==> src/rtl/lsu_pkg.sv <==
// Shared encodings for the load/store unit: access sizes, FSM states, lane count.
// LSU_MISALIGN_CHECK_EN adds the FAULT state used for misaligned accesses.
package lsu_pkg;

  localparam int unsigned LANES = 4;

  localparam logic [1:0] SZ_BYTE = 2'd0;
  localparam logic [1:0] SZ_HALF = 2'd1;
  localparam logic [1:0] SZ_WORD = 2'd2;

  typedef enum logic [1:0] {
    ST_IDLE  = 2'd0,
    ST_REQ   = 2'd1,
    ST_WAIT  = 2'd2
`ifdef LSU_MISALIGN_CHECK_EN
    ,
    ST_FAULT = 2'd3
`endif
  } state_t;

  // Size 3 is reserved and behaves as a word access.
  function automatic logic misaligned(input logic [1:0] size, input logic [1:0] lo);
    case (size)
      SZ_BYTE: return 1'b0;
      SZ_HALF: return lo[0];
      default: return lo != 2'b00;
    endcase
  endfunction

endpackage

==> src/rtl/load_store_unit_if.sv <==
// Request, memory-port and completion signals of the load/store unit.
// slave = the LSU's view, master = the surrounding pipeline/memory view.
interface load_store_unit_if #(
  parameter int WIDTH = 32
);
  logic             i_valid;
  logic             o_ready;
  logic [WIDTH-1:0] i_addr;
  logic [WIDTH-1:0] i_wdata;
  logic             i_store;
  logic [1:0]       i_size;
  logic             i_unsigned;
  logic [4:0]       i_rd;

  logic             o_mem_req;
  logic             o_mem_we;
  logic [WIDTH-1:0] o_mem_addr;
  logic [WIDTH-1:0] o_mem_wdata;
  logic [3:0]       o_mem_wstrb;
  logic             i_mem_gnt;
  logic             i_mem_rvalid;
  logic [WIDTH-1:0] i_mem_rdata;

  logic             o_done;
  logic [WIDTH-1:0] o_result;
  logic [4:0]       o_rd;
  logic             o_fault;

  modport slave (
    input  i_valid, i_addr, i_wdata, i_store, i_size, i_unsigned, i_rd,
    input  i_mem_gnt, i_mem_rvalid, i_mem_rdata,
    output o_ready, o_mem_req, o_mem_we, o_mem_addr, o_mem_wdata, o_mem_wstrb,
    output o_done, o_result, o_rd, o_fault
  );

  modport master (
    output i_valid, i_addr, i_wdata, i_store, i_size, i_unsigned, i_rd,
    output i_mem_gnt, i_mem_rvalid, i_mem_rdata,
    input  o_ready, o_mem_req, o_mem_we, o_mem_addr, o_mem_wdata, o_mem_wstrb,
    input  o_done, o_result, o_rd, o_fault
  );
endinterface

==> src/rtl/lsu_align.sv <==
// Combinational lane steering: store strobe/replication on the request side,
// load shift and sign/zero extension on the response side.
module lsu_align
  import lsu_pkg::*;
#(
  parameter int WIDTH = 32
) (
  input  logic [1:0]       st_lo,
  input  logic [1:0]       st_size,
  input  logic [WIDTH-1:0] st_data,
  output logic [LANES-1:0] st_strb,
  output logic [WIDTH-1:0] st_wdata,
  input  logic [1:0]       ld_lo,
  input  logic [1:0]       ld_size,
  input  logic             ld_unsigned,
  input  logic [WIDTH-1:0] ld_rdata,
  output logic [WIDTH-1:0] ld_data
);

  logic [4:0]       shamt;
  logic [WIDTH-1:0] shifted;

  always_comb begin
    st_strb  = '1;
    st_wdata = st_data;
    case (st_size)
      SZ_BYTE: begin
        st_strb  = 4'b0001 << st_lo;
        st_wdata = {4{st_data[7:0]}};
      end
      SZ_HALF: begin
        st_strb  = 4'b0011 << {st_lo[1], 1'b0};
        st_wdata = {2{st_data[15:0]}};
      end
      default: ;
    endcase
  end

  always_comb begin
    case (ld_size)
      SZ_BYTE: shamt = {ld_lo, 3'b000};
      SZ_HALF: shamt = {ld_lo[1], 4'b0000};
      default: shamt = '0;
    endcase
    shifted = ld_rdata >> shamt;
    case (ld_size)
      SZ_BYTE: ld_data = ld_unsigned ? {24'd0, shifted[7:0]}  : {{24{shifted[7]}},  shifted[7:0]};
      SZ_HALF: ld_data = ld_unsigned ? {16'd0, shifted[15:0]} : {{16{shifted[15]}}, shifted[15:0]};
      default: ld_data = shifted;
    endcase
  end

endmodule

==> src/rtl/load_store_unit.sv <==
// Single-outstanding load/store unit on a valid/grant/response memory port.
// Optional misaligned-access fault path: define LSU_MISALIGN_CHECK_EN.
module load_store_unit
  import lsu_pkg::*;
#(
  parameter int WIDTH = 32
) (
  input logic              i_clk,
  input logic              i_rst,
  load_store_unit_if.slave bus
);

  state_t           state;
  logic [1:0]       lo_q;
  logic [1:0]       size_q;
  logic             uns_q;
  logic             store_q;
  logic [4:0]       rd_q;

  logic             mem_req;
  logic             mem_we;
  logic [WIDTH-1:0] mem_addr;
  logic [WIDTH-1:0] mem_wdata;
  logic [3:0]       mem_wstrb;
  logic             done;
  logic [WIDTH-1:0] result;
  logic [4:0]       rd;

  logic [3:0]       st_strb;
  logic [WIDTH-1:0] st_wdata;
  logic [WIDTH-1:0] ld_data;
  logic             finish;

  lsu_align #(.WIDTH(WIDTH)) u_align (
    .st_lo       (bus.i_addr[1:0]),
    .st_size     (bus.i_size),
    .st_data     (bus.i_wdata),
    .st_strb     (st_strb),
    .st_wdata    (st_wdata),
    .ld_lo       (lo_q),
    .ld_size     (size_q),
    .ld_unsigned (uns_q),
    .ld_rdata    (bus.i_mem_rdata),
    .ld_data     (ld_data)
  );

  assign finish = bus.i_mem_rvalid &&
                  ((state == ST_REQ && bus.i_mem_gnt) || state == ST_WAIT);

`ifdef LSU_MISALIGN_CHECK_EN
  logic fault;
  assign bus.o_fault = fault;
`else
  assign bus.o_fault = 1'b0;
`endif

  always_ff @(posedge i_clk) begin
    if (i_rst) begin
      state     <= ST_IDLE;
      lo_q      <= '0;
      size_q    <= '0;
      uns_q     <= 1'b0;
      store_q   <= 1'b0;
      rd_q      <= '0;
      mem_req   <= 1'b0;
      mem_we    <= 1'b0;
      mem_addr  <= '0;
      mem_wdata <= '0;
      mem_wstrb <= '0;
      done      <= 1'b0;
      result    <= '0;
      rd        <= '0;
`ifdef LSU_MISALIGN_CHECK_EN
      fault     <= 1'b0;
`endif
    end else begin
      done <= 1'b0;
      case (state)
        ST_IDLE: begin
          if (bus.i_valid) begin
            lo_q    <= bus.i_addr[1:0];
            size_q  <= bus.i_size;
            uns_q   <= bus.i_unsigned;
            store_q <= bus.i_store;
            rd_q    <= bus.i_rd;
`ifdef LSU_MISALIGN_CHECK_EN
            if (misaligned(bus.i_size, bus.i_addr[1:0])) begin
              state  <= ST_FAULT;
              done   <= 1'b1;
              fault  <= 1'b1;
              result <= '0;
              rd     <= bus.i_rd;
            end else
`endif
            begin
              state     <= ST_REQ;
              mem_req   <= 1'b1;
              mem_we    <= bus.i_store;
              mem_addr  <= {bus.i_addr[WIDTH-1:2], 2'b00};
              mem_wdata <= st_wdata;
              mem_wstrb <= bus.i_store ? st_strb : 4'b0000;
            end
          end
        end
        ST_REQ: begin
          if (bus.i_mem_gnt) begin
            mem_req <= 1'b0;
            state   <= ST_WAIT;
          end
        end
        ST_WAIT: ;
        default: state <= ST_IDLE;
      endcase

      // Same-cycle grant+response in REQ completes here, overriding the WAIT move.
      if (finish) begin
        state  <= ST_IDLE;
        done   <= 1'b1;
        result <= store_q ? '0 : ld_data;
        rd     <= rd_q;
`ifdef LSU_MISALIGN_CHECK_EN
        fault  <= 1'b0;
`endif
      end
    end
  end

  assign bus.o_ready     = (state == ST_IDLE);
  assign bus.o_mem_req   = mem_req;
  assign bus.o_mem_we    = mem_we;
  assign bus.o_mem_addr  = mem_addr;
  assign bus.o_mem_wdata = mem_wdata;
  assign bus.o_mem_wstrb = mem_wstrb;
  assign bus.o_done      = done;
  assign bus.o_result    = result;
  assign bus.o_rd        = rd;

endmodule

==> src/flat_wrapper.sv <==
// flat-port wrapper written by rule: the top's interface ports become plain ports
module load_store_unit_flat import lsu_pkg::*;
#(
  parameter int WIDTH = 32
)
  (i_clk, i_rst, bus_i_valid, bus_i_addr, bus_i_wdata, bus_i_store, bus_i_size, bus_i_unsigned, bus_i_rd, bus_i_mem_gnt, bus_i_mem_rvalid, bus_i_mem_rdata, bus_o_ready, bus_o_mem_req, bus_o_mem_we, bus_o_mem_addr, bus_o_mem_wdata, bus_o_mem_wstrb, bus_o_done, bus_o_result, bus_o_rd, bus_o_fault);
  load_store_unit_if #(.WIDTH(WIDTH)) bus_i ();
  input logic i_clk;
  input logic i_rst;
  input wire logic [$bits(bus_i.i_valid)-1:0] bus_i_valid;
  input wire logic [$bits(bus_i.i_addr)-1:0] bus_i_addr;
  input wire logic [$bits(bus_i.i_wdata)-1:0] bus_i_wdata;
  input wire logic [$bits(bus_i.i_store)-1:0] bus_i_store;
  input wire logic [$bits(bus_i.i_size)-1:0] bus_i_size;
  input wire logic [$bits(bus_i.i_unsigned)-1:0] bus_i_unsigned;
  input wire logic [$bits(bus_i.i_rd)-1:0] bus_i_rd;
  input wire logic [$bits(bus_i.i_mem_gnt)-1:0] bus_i_mem_gnt;
  input wire logic [$bits(bus_i.i_mem_rvalid)-1:0] bus_i_mem_rvalid;
  input wire logic [$bits(bus_i.i_mem_rdata)-1:0] bus_i_mem_rdata;
  output wire logic [$bits(bus_i.o_ready)-1:0] bus_o_ready;
  output wire logic [$bits(bus_i.o_mem_req)-1:0] bus_o_mem_req;
  output wire logic [$bits(bus_i.o_mem_we)-1:0] bus_o_mem_we;
  output wire logic [$bits(bus_i.o_mem_addr)-1:0] bus_o_mem_addr;
  output wire logic [$bits(bus_i.o_mem_wdata)-1:0] bus_o_mem_wdata;
  output wire logic [$bits(bus_i.o_mem_wstrb)-1:0] bus_o_mem_wstrb;
  output wire logic [$bits(bus_i.o_done)-1:0] bus_o_done;
  output wire logic [$bits(bus_i.o_result)-1:0] bus_o_result;
  output wire logic [$bits(bus_i.o_rd)-1:0] bus_o_rd;
  output wire logic [$bits(bus_i.o_fault)-1:0] bus_o_fault;
  assign bus_i.i_valid = bus_i_valid;
  assign bus_i.i_addr = bus_i_addr;
  assign bus_i.i_wdata = bus_i_wdata;
  assign bus_i.i_store = bus_i_store;
  assign bus_i.i_size = bus_i_size;
  assign bus_i.i_unsigned = bus_i_unsigned;
  assign bus_i.i_rd = bus_i_rd;
  assign bus_i.i_mem_gnt = bus_i_mem_gnt;
  assign bus_i.i_mem_rvalid = bus_i_mem_rvalid;
  assign bus_i.i_mem_rdata = bus_i_mem_rdata;
  assign bus_o_ready = bus_i.o_ready;
  assign bus_o_mem_req = bus_i.o_mem_req;
  assign bus_o_mem_we = bus_i.o_mem_we;
  assign bus_o_mem_addr = bus_i.o_mem_addr;
  assign bus_o_mem_wdata = bus_i.o_mem_wdata;
  assign bus_o_mem_wstrb = bus_i.o_mem_wstrb;
  assign bus_o_done = bus_i.o_done;
  assign bus_o_result = bus_i.o_result;
  assign bus_o_rd = bus_i.o_rd;
  assign bus_o_fault = bus_i.o_fault;
  load_store_unit #(.WIDTH(WIDTH)) u_core (.i_clk(i_clk), .i_rst(i_rst), .bus(bus_i));
endmodule
==> config.mk <==
export PLATFORM = sky130hd
export DESIGN_NAME = load_store_unit_flat
export DESIGN_NICKNAME = d
export VERILOG_FILES = /design/src/rtl/lsu_pkg.sv /design/src/rtl/load_store_unit_if.sv /design/src/rtl/lsu_align.sv /design/src/rtl/load_store_unit.sv /design/src/flat_wrapper.sv
export SDC_FILE = /design/constraint.sdc
export NUM_CORES = 1
export LEC_CHECK = 0
export CAP_MARGIN = 20
export CORE_MARGIN = 2
export CORE_UTILIZATION = 43
export CTS_CLUSTER_DIAMETER = 120
export DETAILED_ROUTE_END_ITERATION = 12
export PLACE_DENSITY = 0.88
export SYNTH_ARGS = -nofsm -noshare
export SYNTH_HDL_FRONTEND = slang
export SYNTH_HIERARCHICAL = 1
export SYNTH_SLANG_ARGS = --single-unit
==> constraint.sdc <==
create_clock -name i_clk -period 2.25 [get_ports i_clk]
set_input_delay 0.5625 -clock i_clk [delete_from_list [all_inputs] [get_ports i_clk]]
set_output_delay 0.5625 -clock i_clk [all_outputs]
set_load 0.02 [all_outputs]
==> impl_metrics.yaml, run 1 <==
route:
  vias: 5157
  wire_per_inst_um: 16.2
  drt_pre_antenna_iters: 5
  totalWireLength_um: 16000
  initialDrtViolationCount: 392
  postRouteAntennaNets: 0
  drcViolationCount: 0
  avgViaCountPerCell: 5.22
critical_path:
  crit_start: "u_core/state[0]"
  start_kind: "flop"
  crit_cells: 2
  critical_path_arrival_ps: 1550
  cp_max_fo: 9
  critPathTopFamily: "buffers and inverters"
  reg2reg_to: "u_core/bus.o_result[3]"
  path_cells: "nor2_1 -> clkdlybuf4s50_1"
  endpoint_kind: "output pin"
  worstRegToRegCells: 5
  rr_startpoint: "u_core/lo_q[0]"
  required_ps: 1690
  slowest_stage: "clkdlybuf4s50_1"
  max_stage_delay_ps: 630
  cp_num_buf_inv: 1
  rrSetupSlack_ps: 370
  worstSetupPathType: "reg -> out"
  worstSetupEndpoint: "bus_o_ready"
job:
  maxCapViolations: 0
yosys:
  synth_cell_type_count: 40
  syn-instance-count: 609
  seq_area_frac_synth_pct: 44.2
  synth_area_um2: 5350
  synth_area_per_cell_um2: 8.78
  yosysWarningCount: 6
  synth_edf_count: 0
  synth-async-reset-ratio_pct: 0
  synthFlopType: "dfxtp_1"
  synth_seq_cells: 118
timing:
  fmax_ghz: 0.474
  layout_worst_path_cycle_share_pct: 93.8
  fin_skew_ps: 9.59
  worst_pin_slew_ps: 805
  slew_headroom_pct: 46.1
  slew_viol_final: 0
  setup_viol: 0
  rsz0062_at_grt: "no"
  period_minus_slack_ps: 2110
  hold_viol_final: 0
  fin_ws_ps: 139
clocking:
  cts_max_level: 4
  clock-sinks: 118
  cts-root-buf: "clkbuf_16"
  cts_buffers: 17
  clk_pin_slew_ps: 60
  cts_setup_buffers: 0
  cts_tree: "done"
  clk_latency_ps: 420
  cts.path.max_buffers: 2
grt:
  overflow: 0
  met1_usage_pct: 27.9
  grt_max_degree: 65
  grt_pass1_vias: 5004
  grt.busiest_layer: "met2"
  grt_antenna_before_repair: 0
  use_met3_pct: 10.5
  use_met2_pct: 39.7
  grt_pass1_wl_um: 25000
  grt_usage_pct: 24.2
place:
  gp_congestion: 0.842
  dp_hpwl_um: 11100
  dpl_cell_area_um2: 7640
  dp_slack_ps: -118
  io_buffers: 216
floorplanning:
  dieHeight_um: 116
  core_um2: 12100
  ios: 220
  die_w_um: 116
  fp-row-count: 40
  dieArea_um2: 13300
  initial_utilization_pct: 44.3
finish:
  nets: 917
  diodes: 0
  drive_gt1_share_pct: 15.9
  areaGrowthSynthToFinish_pct: 54.0
  final_area_um2: 8240
power:
  pwr_density_cell_nw_per_um2: 745
  vdd_drop_max_v: 0.000702
  p_leak_nw: 3.07
status:
  status: "finished, final reports clean"
min_path:
  hold_depth: 2
  min_path_type: "reg -> reg"
## how the worst min path moves through the flow
stage | start | to
final | u_core/rd_q[2] | u_core/rd_q[2]
after global routing | u_core/bus.o_mem_addr[10] | u_core/bus.o_mem_addr[10]
after CTS | u_core/rd_q[2] | u_core/rd_q[2]
after detailed placement | u_core/rd_q[2] | u_core/rd_q[2]
after global placement | u_core/bus.o_mem_wstrb[2] | u_core/bus.o_mem_wstrb[2]
after floorplan | u_core/rd_q[0] | u_core/rd_q[0]
## per-stage QoR
stage | std cells | power (W) | setup TNS [ps] | hold WS [ps] | utilization, %
after floorplan | 611 | 0.00294 | 0 | 432 | -
after global placement | 956 | 0.00346 | -768 | 437 | 63.4
after detailed placement | 956 | 0.00348 | -1260 | 444 | 63.4
after CTS | 988 | 0.00619 | 0 | 452 | 68.3
after global routing | 988 | 0.00637 | 0 | 468 | 68.3
final | 988 | 0.00614 | 0 | 448 | 68.3
## layer usage
layer  vias to the layer above  part of all wire (%)
met5                         -                     0
met1                      2409                    41
met3                        20                   9.2
met4                         0                   1.8
met2                       226                    48
li1                       2502                     -
## synth_stat cells (11+ instances only)
library cell  number  area share, %
nand2_1          159             11
mux2_2            16            3.4
buf_4             15            2.1
buf_2             17            1.6
clkbuf_1          22            1.5
dfxtp_1          118             44
o21ai_0           23            2.2
a22o_1            13            2.1
nor2b_1           11            1.3
a22o_2            27            5.1
a21oi_1           95            8.9
o21ai_2           11            1.8
## layout by cell type, fill, tap and decap left out, drive strengths merged, types with 3 or more instances in the layout
| master | Yosys | layout |
|---|---|---|
| o21ai | 43 | 43 |
| a21oi | 96 | 96 |
| clkinv | 0 | 4 |
| a22o | 40 | 40 |
| clkdlybuf4s50 | 0 | 215 |
| nand2 | 159 | 159 |
| a22oi | 8 | 8 |
| mux2 | 17 | 17 |
| nand2b | 7 | 7 |
| clkinvlp | 0 | 5 |
| nor2b | 11 | 11 |
| buf | 39 | 24 |
| mux2i | 10 | 10 |
| conb | 1 | 3 |
| nor2 | 3 | 3 |
| inv | 5 | 6 |
| dfxtp | 118 | 118 |
| o21bai | 5 | 5 |
| nand3 | 4 | 4 |
| mux4 | 7 | 7 |
| clkbuf | 23 | 20 |
## where the power goes
part	leakage (nW)	internal [W]	switching (W)
registers	0.965	0.00220	0.0000682
logic	1.83	0.000597	0.000576
clock network	0.280	0.00171	0.000982
## cell type report
cell class / instances / area, µm²
well taps: 168 / 210
repair buffers: 239 / 2430
multi-input cells: 426 / 2620
inverters: 5 / 18.8
flip-flops and latches: 118 / 2360
clock buffers: 20 / 467
fillers: 925 / 3820
clock inverters: 12 / 126
## worst register-to-register path, delay by kind of cell (launching register included)
kind	cells	cell delay (ps)
muxes	1	510
and+or+nand+nor	2	470
DFF	1	370
AOI/OAI and AO/OA	1	240
buffers and inverters	1	190
## flip-flops by register name, indices dropped and copies added (netlist names)
name                    cells
u_core/bus.o_mem_wdata     32
u_core/bus.o_result        32
u_core/bus.o_mem_addr      30
u_core/bus.o_rd             5
u_core/rd_q                 5
u_core/bus.o_mem_wstrb      4
u_core/lo_q                 2
u_core/size_q               2
u_core/state                2
u_core/bus.o_done           1
u_core/bus.o_mem_req        1
u_core/bus.o_mem_we         1
u_core/uns_q                1
## logic make-up (layout without fill, tap and decap cells)
| family | count (synthesis) | in the layout | share of synthesized area [%] |
|---|---|---|---|
| simple gates | 194 | 194 | 16.3 |
| buf+inv | 67 | 276 | 7.16 |
| flops | 118 | 118 | 44.2 |
| mux | 34 | 34 | 8.47 |
| other cells | 1 | 3 | 0.0701 |
| compound gates | 195 | 195 | 23.8 |
## timing repair
item / in CTS / in global routing
gates resized for setup: 0 / 1
hold buffers: 0 / 0
endpoints found under the setup margin: 0 / 1
(Power assumes the default switching activity.)
==> inputs of run 2 (changes only) <==
- GPL_TIMING_DRIVEN: not set -> 0
==> impl_metrics.yaml, run 2 (synthesis results as in run 1) <==
grt:
  grt_antenna_before_repair: 0
  overflow: 0
  grt_pass1_vias: 5232
  grt_max_degree: 17
  grt_pass1_wl_um: 26300
  grt_usage_pct: 25.5
floorplanning:
  fp-row-count: 40
  core_um2: 12100
  dieArea_um2: 13300
  die_w_um: 116
  ios: 220
  dieHeight_um: 116
  initial_utilization_pct: 44.3
critical_path:
  cp_num_buf_inv: 2
  max_stage_delay_ps: 620
  start_kind: "flop"
  slowest_stage: "clkdlybuf4s50_1"
  required_ps: 1690
  endpoint_kind: "output pin"
  critical_path_arrival_ps: 1590
  cp_max_fo: 9
  path_cells: "buf_6 -> nor2_1 -> clkdlybuf4s50_1"
  critPathTopFamily: "buffers and inverters"
  worstSetupPathType: "reg -> out"
route:
  wire_per_inst_um: 16.3
  drcViolationCount: 0
  initialDrtViolationCount: 320
  vias: 5238
  totalWireLength_um: 16700
  drt_pre_antenna_iters: 7
  avgViaCountPerCell: 5.10
  postRouteAntennaNets: 0
clocking:
  hold_buffers: 0
  clk_latency_ps: 420
  clk_pin_slew_ps: 50
  cts_buffers: 17
  cts_setup_buffers: 0
  cts.path.max_buffers: 2
  cts_tree: "done"
  clock-sinks: 118
  cts-root-buf: "clkbuf_16"
  post_cts_resized: 0
  cts_max_level: 4
power:
  seqPwrFrac_pct: 36.6
  switching_share_pct: 25.5
  pwr_density_cell_nw_per_um2: 743
  clkPwrFrac_pct: 44.1
  vdd_drop_max_v: 0.000517
  net-switching-power_w: 0.00158
  p_leak_nw: 3.15
  p_int_w: 0.00461
  pwr-share-comb_pct: 19.3
place:
  gp_congestion: 0.864
  io_buffers: 216
  dp_hpwl_um: 12600
  dp_slack_ps: -313
  dpl_cell_area_um2: 7730
timing:
  hold_viol_final: 0
  fmax_ghz: 0.464
  slew_viol_final: 0
  layout_worst_path_cycle_share_pct: 95.8
  worst_pin_slew_ps: 703
  setup_viol: 0
  slew_headroom_pct: 53.0
  rsz0062_at_grt: "no"
  period_minus_slack_ps: 2160
  fin_ws_ps: 94.1
  fin_skew_ps: 9.72
finish:
  nets: 956
  drive_gt1_share_pct: 16.4
  final_area_um2: 8330
  final_cell_mix: "216 x clkdlybuf4s50_1, 159 x nand2_1, 118 x dfxtp_1, 95 x a21oi_1, 27 x a22o_2"
  fillers: 936
  mostFrequentLayoutCell: "clkdlybuf4s50_1"
  areaGrowthSynthToFinish_pct: 55.8
  final_core_util_pct: 69.1
min_path:
  min_path_type: "reg -> reg"
status:
  status: "finished, final reports clean"
job:
  maxCapViolations: 0
run 2: power by group through the flow:
stage | clock network, W | logic (W) | registers [W]
2_1_floorplan | 0 | 0.000518 | 0.00242
3_3_place_gp | 0 | 0.00117 | 0.00230
3_5_place_dp | 0 | 0.00118 | 0.00231
4_1_cts | 0.00277 | 0.00119 | 0.00227
5_1_grt | 0.00289 | 0.00129 | 0.00228
6_report | 0.00273 | 0.00119 | 0.00227
run 2: metrics by stage:
step | instances | TNS [ps] | hold WS, ps | total power (W)
finish | 1027 | 0 | 450 | 0.00619
global route | 1026 | 0 | 470 | 0.00645
global placement | 995 | -18870 | 438 | 0.00347
detailed placement | 995 | -20300 | 444 | 0.00349
floorplan | 611 | 0 | 432 | 0.00294
CTS | 1026 | 0 | 452 | 0.00623
run 2: per-layer routing:
| metal | global-route usage [%] | vias up | part of all wire [%] |
|---|---|---|---|
| li1 | - | 2572 | - |
| met1 | 27.5 | 2421 | 38 |
| met2 | 43.8 | 224 | 50 |
| met3 | 11.3 | 21 | 10 |
| met4 | 10.3 | 0 | 1.8 |
| met5 | 0 | - | 0 |
run 2: path summary, 6_finish.rpt:
kind                   startpoint                       to  slack, ps  cells past startpoint
setup / recovery  u_core/state[0]              bus_o_ready         90                      3
hold / removal     u_core/rd_q[1]           u_core/rd_q[1]        450                      2
setup reg to reg   u_core/lo_q[0]  u_core/bus.o_result[14]        360                      6
hold reg to reg    u_core/rd_q[1]           u_core/rd_q[1]        450                      2
run 2: tightest hold or removal path, cell delays in order (launching register included):
cell     delay (ps)
dfxtp_1         300
nand2_1          50
a21oi_1          50
run 2: area by class of cell:
type,instances,area (µm²),share of cell area (%)
flip-flops and latches,118,2360,28.4
diodes,1,2.50,0.0300
multi-input cells,426,2610,31.3
well taps,168,210,2.52
repair buffers,216,2160,26.0
clock buffers,22,474,5.69
clock inverters,9,125,1.50
inverters,5,18.8,0.225
plain buffers,62,364,4.37
==> inputs of run 3 (changes only) <==
- CORE_UTILIZATION: 43 -> 47
- PLACE_DENSITY: 0.88 -> 0.95
- clock period: 2.25 -> 2.6 ns (I/O delays scaled with it)
==> impl_metrics.yaml, run 3 (synthesis results as in run 1) <==
floorplanning:
  dieHeight_um: 111
  fp-row-count: 38
  core_um2: 11000
  die_w_um: 111
  dieArea_um2: 12200
  ios: 220
  initial_utilization_pct: 48.7
route:
  postRouteAntennaNets: 0
  vias: 5479
  initialDrtViolationCount: 369
  totalWireLength_um: 17600
  drt_pre_antenna_iters: 5
  avgViaCountPerCell: 5.49
  drcViolationCount: 0
  wire_per_inst_um: 17.6
timing:
  layout_worst_path_cycle_share_pct: 90.1
  worst_pin_slew_ps: 738
  setup_viol: 0
  rsz0062_at_grt: "no"
  slew_viol_final: 0
  fmax_ghz: 0.427
  fin_skew_ps: 8.10
  period_minus_slack_ps: 2340
  slew_headroom_pct: 50.6
  hold_viol_final: 0
  tns_ps: 0
clocking:
  cts_tree: "done"
  clk_latency_ps: 400
  cts-root-buf: "clkbuf_16"
  cts_max_level: 4
  post_cts_resized: 0
  clk_pin_slew_ps: 50
  cts_buffers: 17
  clock-sinks: 118
  hold_buffers: 0
  cts.path.max_buffers: 2
  cts_setup_buffers: 0
finish:
  final_area_um2: 8290
  fillers: 763
  nets: 956
  final_cells: 998
  final_cell_mix: "216 x clkdlybuf4s50_1, 159 x nand2_1, 118 x dfxtp_1, 95 x a21oi_1, 27 x a22o_2"
  areaGrowthSynthToFinish_pct: 55.0
  drive_gt1_share_pct: 16.6
  regArea_um2: 2360
  diodes: 0
  mostFrequentLayoutCell: "clkdlybuf4s50_1"
  multi_input_area_um2: 2610
critical_path:
  path_cells: "clkdlybuf4s50_1 -> buf_2 -> clkbuf_1 -> clkbuf_1 -> a21oi_1"
  required_ps: 2850
  cp_num_buf_inv: 4
  critical_path_arrival_ps: 2590
  critPathTopFamily: "buffers and inverters"
  worstSetupPathType: "in -> reg"
  endpoint_kind: "flop"
  max_stage_delay_ps: 590
  start_kind: "primary input"
  crit_top_cell: "clkbuf_1"
  cp_max_fo: 10
  slowest_stage: "clkdlybuf4s50_1"
power:
  vdd_drop_max_v: 0.000535
  p_leak_nw: 3.16
  pwr_density_cell_nw_per_um2: 648
status:
  status: "finished, final reports clean"
grt:
  use_met3_pct: 11.3
  overflow: 0
  grt_antenna_before_repair: 1
  grt.busiest_layer: "met2"
  grt_pass1_vias: 5529
  grt_usage_pct: 27.9
  grt_pass1_wl_um: 27600
  grt_max_degree: 17
  met1_usage_pct: 29.3
  use_met2_pct: 49.6
job:
  maxCapViolations: 0
place:
  dp_hpwl_um: 12700
  gp_congestion: 0.887
  dpl_cell_area_um2: 7690
  dp_cells: 967
  io_buffers: 216
min_path:
  min_path_type: "reg -> reg"
[run 3: changes by cell type in the layout (fill, tap and decap cells not counted)]
cell and change:
clkinv_2 +2, diode_2 -1, clkbuf_1 -1, clkinvlp_4 -1
[run 3: through the flow]
| stage | setup WS, ps | util, % | hold slack [ps] | power [W] |
|---|---|---|---|---|
| global route | 212 | 75.5 | 475 | 0.00557 |
| CTS | 271 | 75.5 | 451 | 0.00539 |
| finish | 258 | 75.5 | 452 | 0.00538 |
| global placement | -64.1 | 70.0 | 440 | 0.00300 |
| floorplan | 876 | - | 432 | 0.00254 |
| detailed placement | -119 | 70.0 | 444 | 0.00303 |
[run 3: per-layer routing]
layer | routed length [µm] | part of all wire [%] | vias to the layer above
li1 | - | - | 2578
met4 | 493 | 2.8 | 2
met2 | 8840 | 50 | 294
met1 | 6540 | 37 | 2552
met3 | 1670 | 9.5 | 53
met5 | 19 | 0.11 | -
[run 3: power by group]
part	internal (W)	switching (W)
registers	0.00191	0.0000561
logic	0.000514	0.000539
clock network	0.00157	0.000793
total	0.00399	0.00139
[run 3: layout make-up]
cell class	count	share of cell area (%)
clock inverter	10	1.54
multi-input combinational	426	31.5
inverter	5	0.226
tap	140	2.11
timing repair buffer	216	26.1
clock buffer	21	5.67
sequential	118	28.5
buffer	62	4.39
[run 3: worst paths after layout]
kind	startpoint	to	slack (ps)	cells past startpoint
setup / recovery	i_rst	u_core/rd_q[4]	260	5
hold / removal	u_core/bus.o_mem_addr[12]	u_core/bus.o_mem_addr[12]	450	2
setup reg to reg	u_core/lo_q[0]	u_core/bus.o_result[14]	720	6
hold reg to reg	u_core/bus.o_mem_addr[12]	u_core/bus.o_mem_addr[12]	450	2
[run 3: tightest hold or removal path, delay by kind of cell (launching register included)]
kind | cells | cell delay, ps
AOI/OAI and AO/OA | 1 | 50
DFF | 1 | 300
and+or+nand+nor | 1 | 50
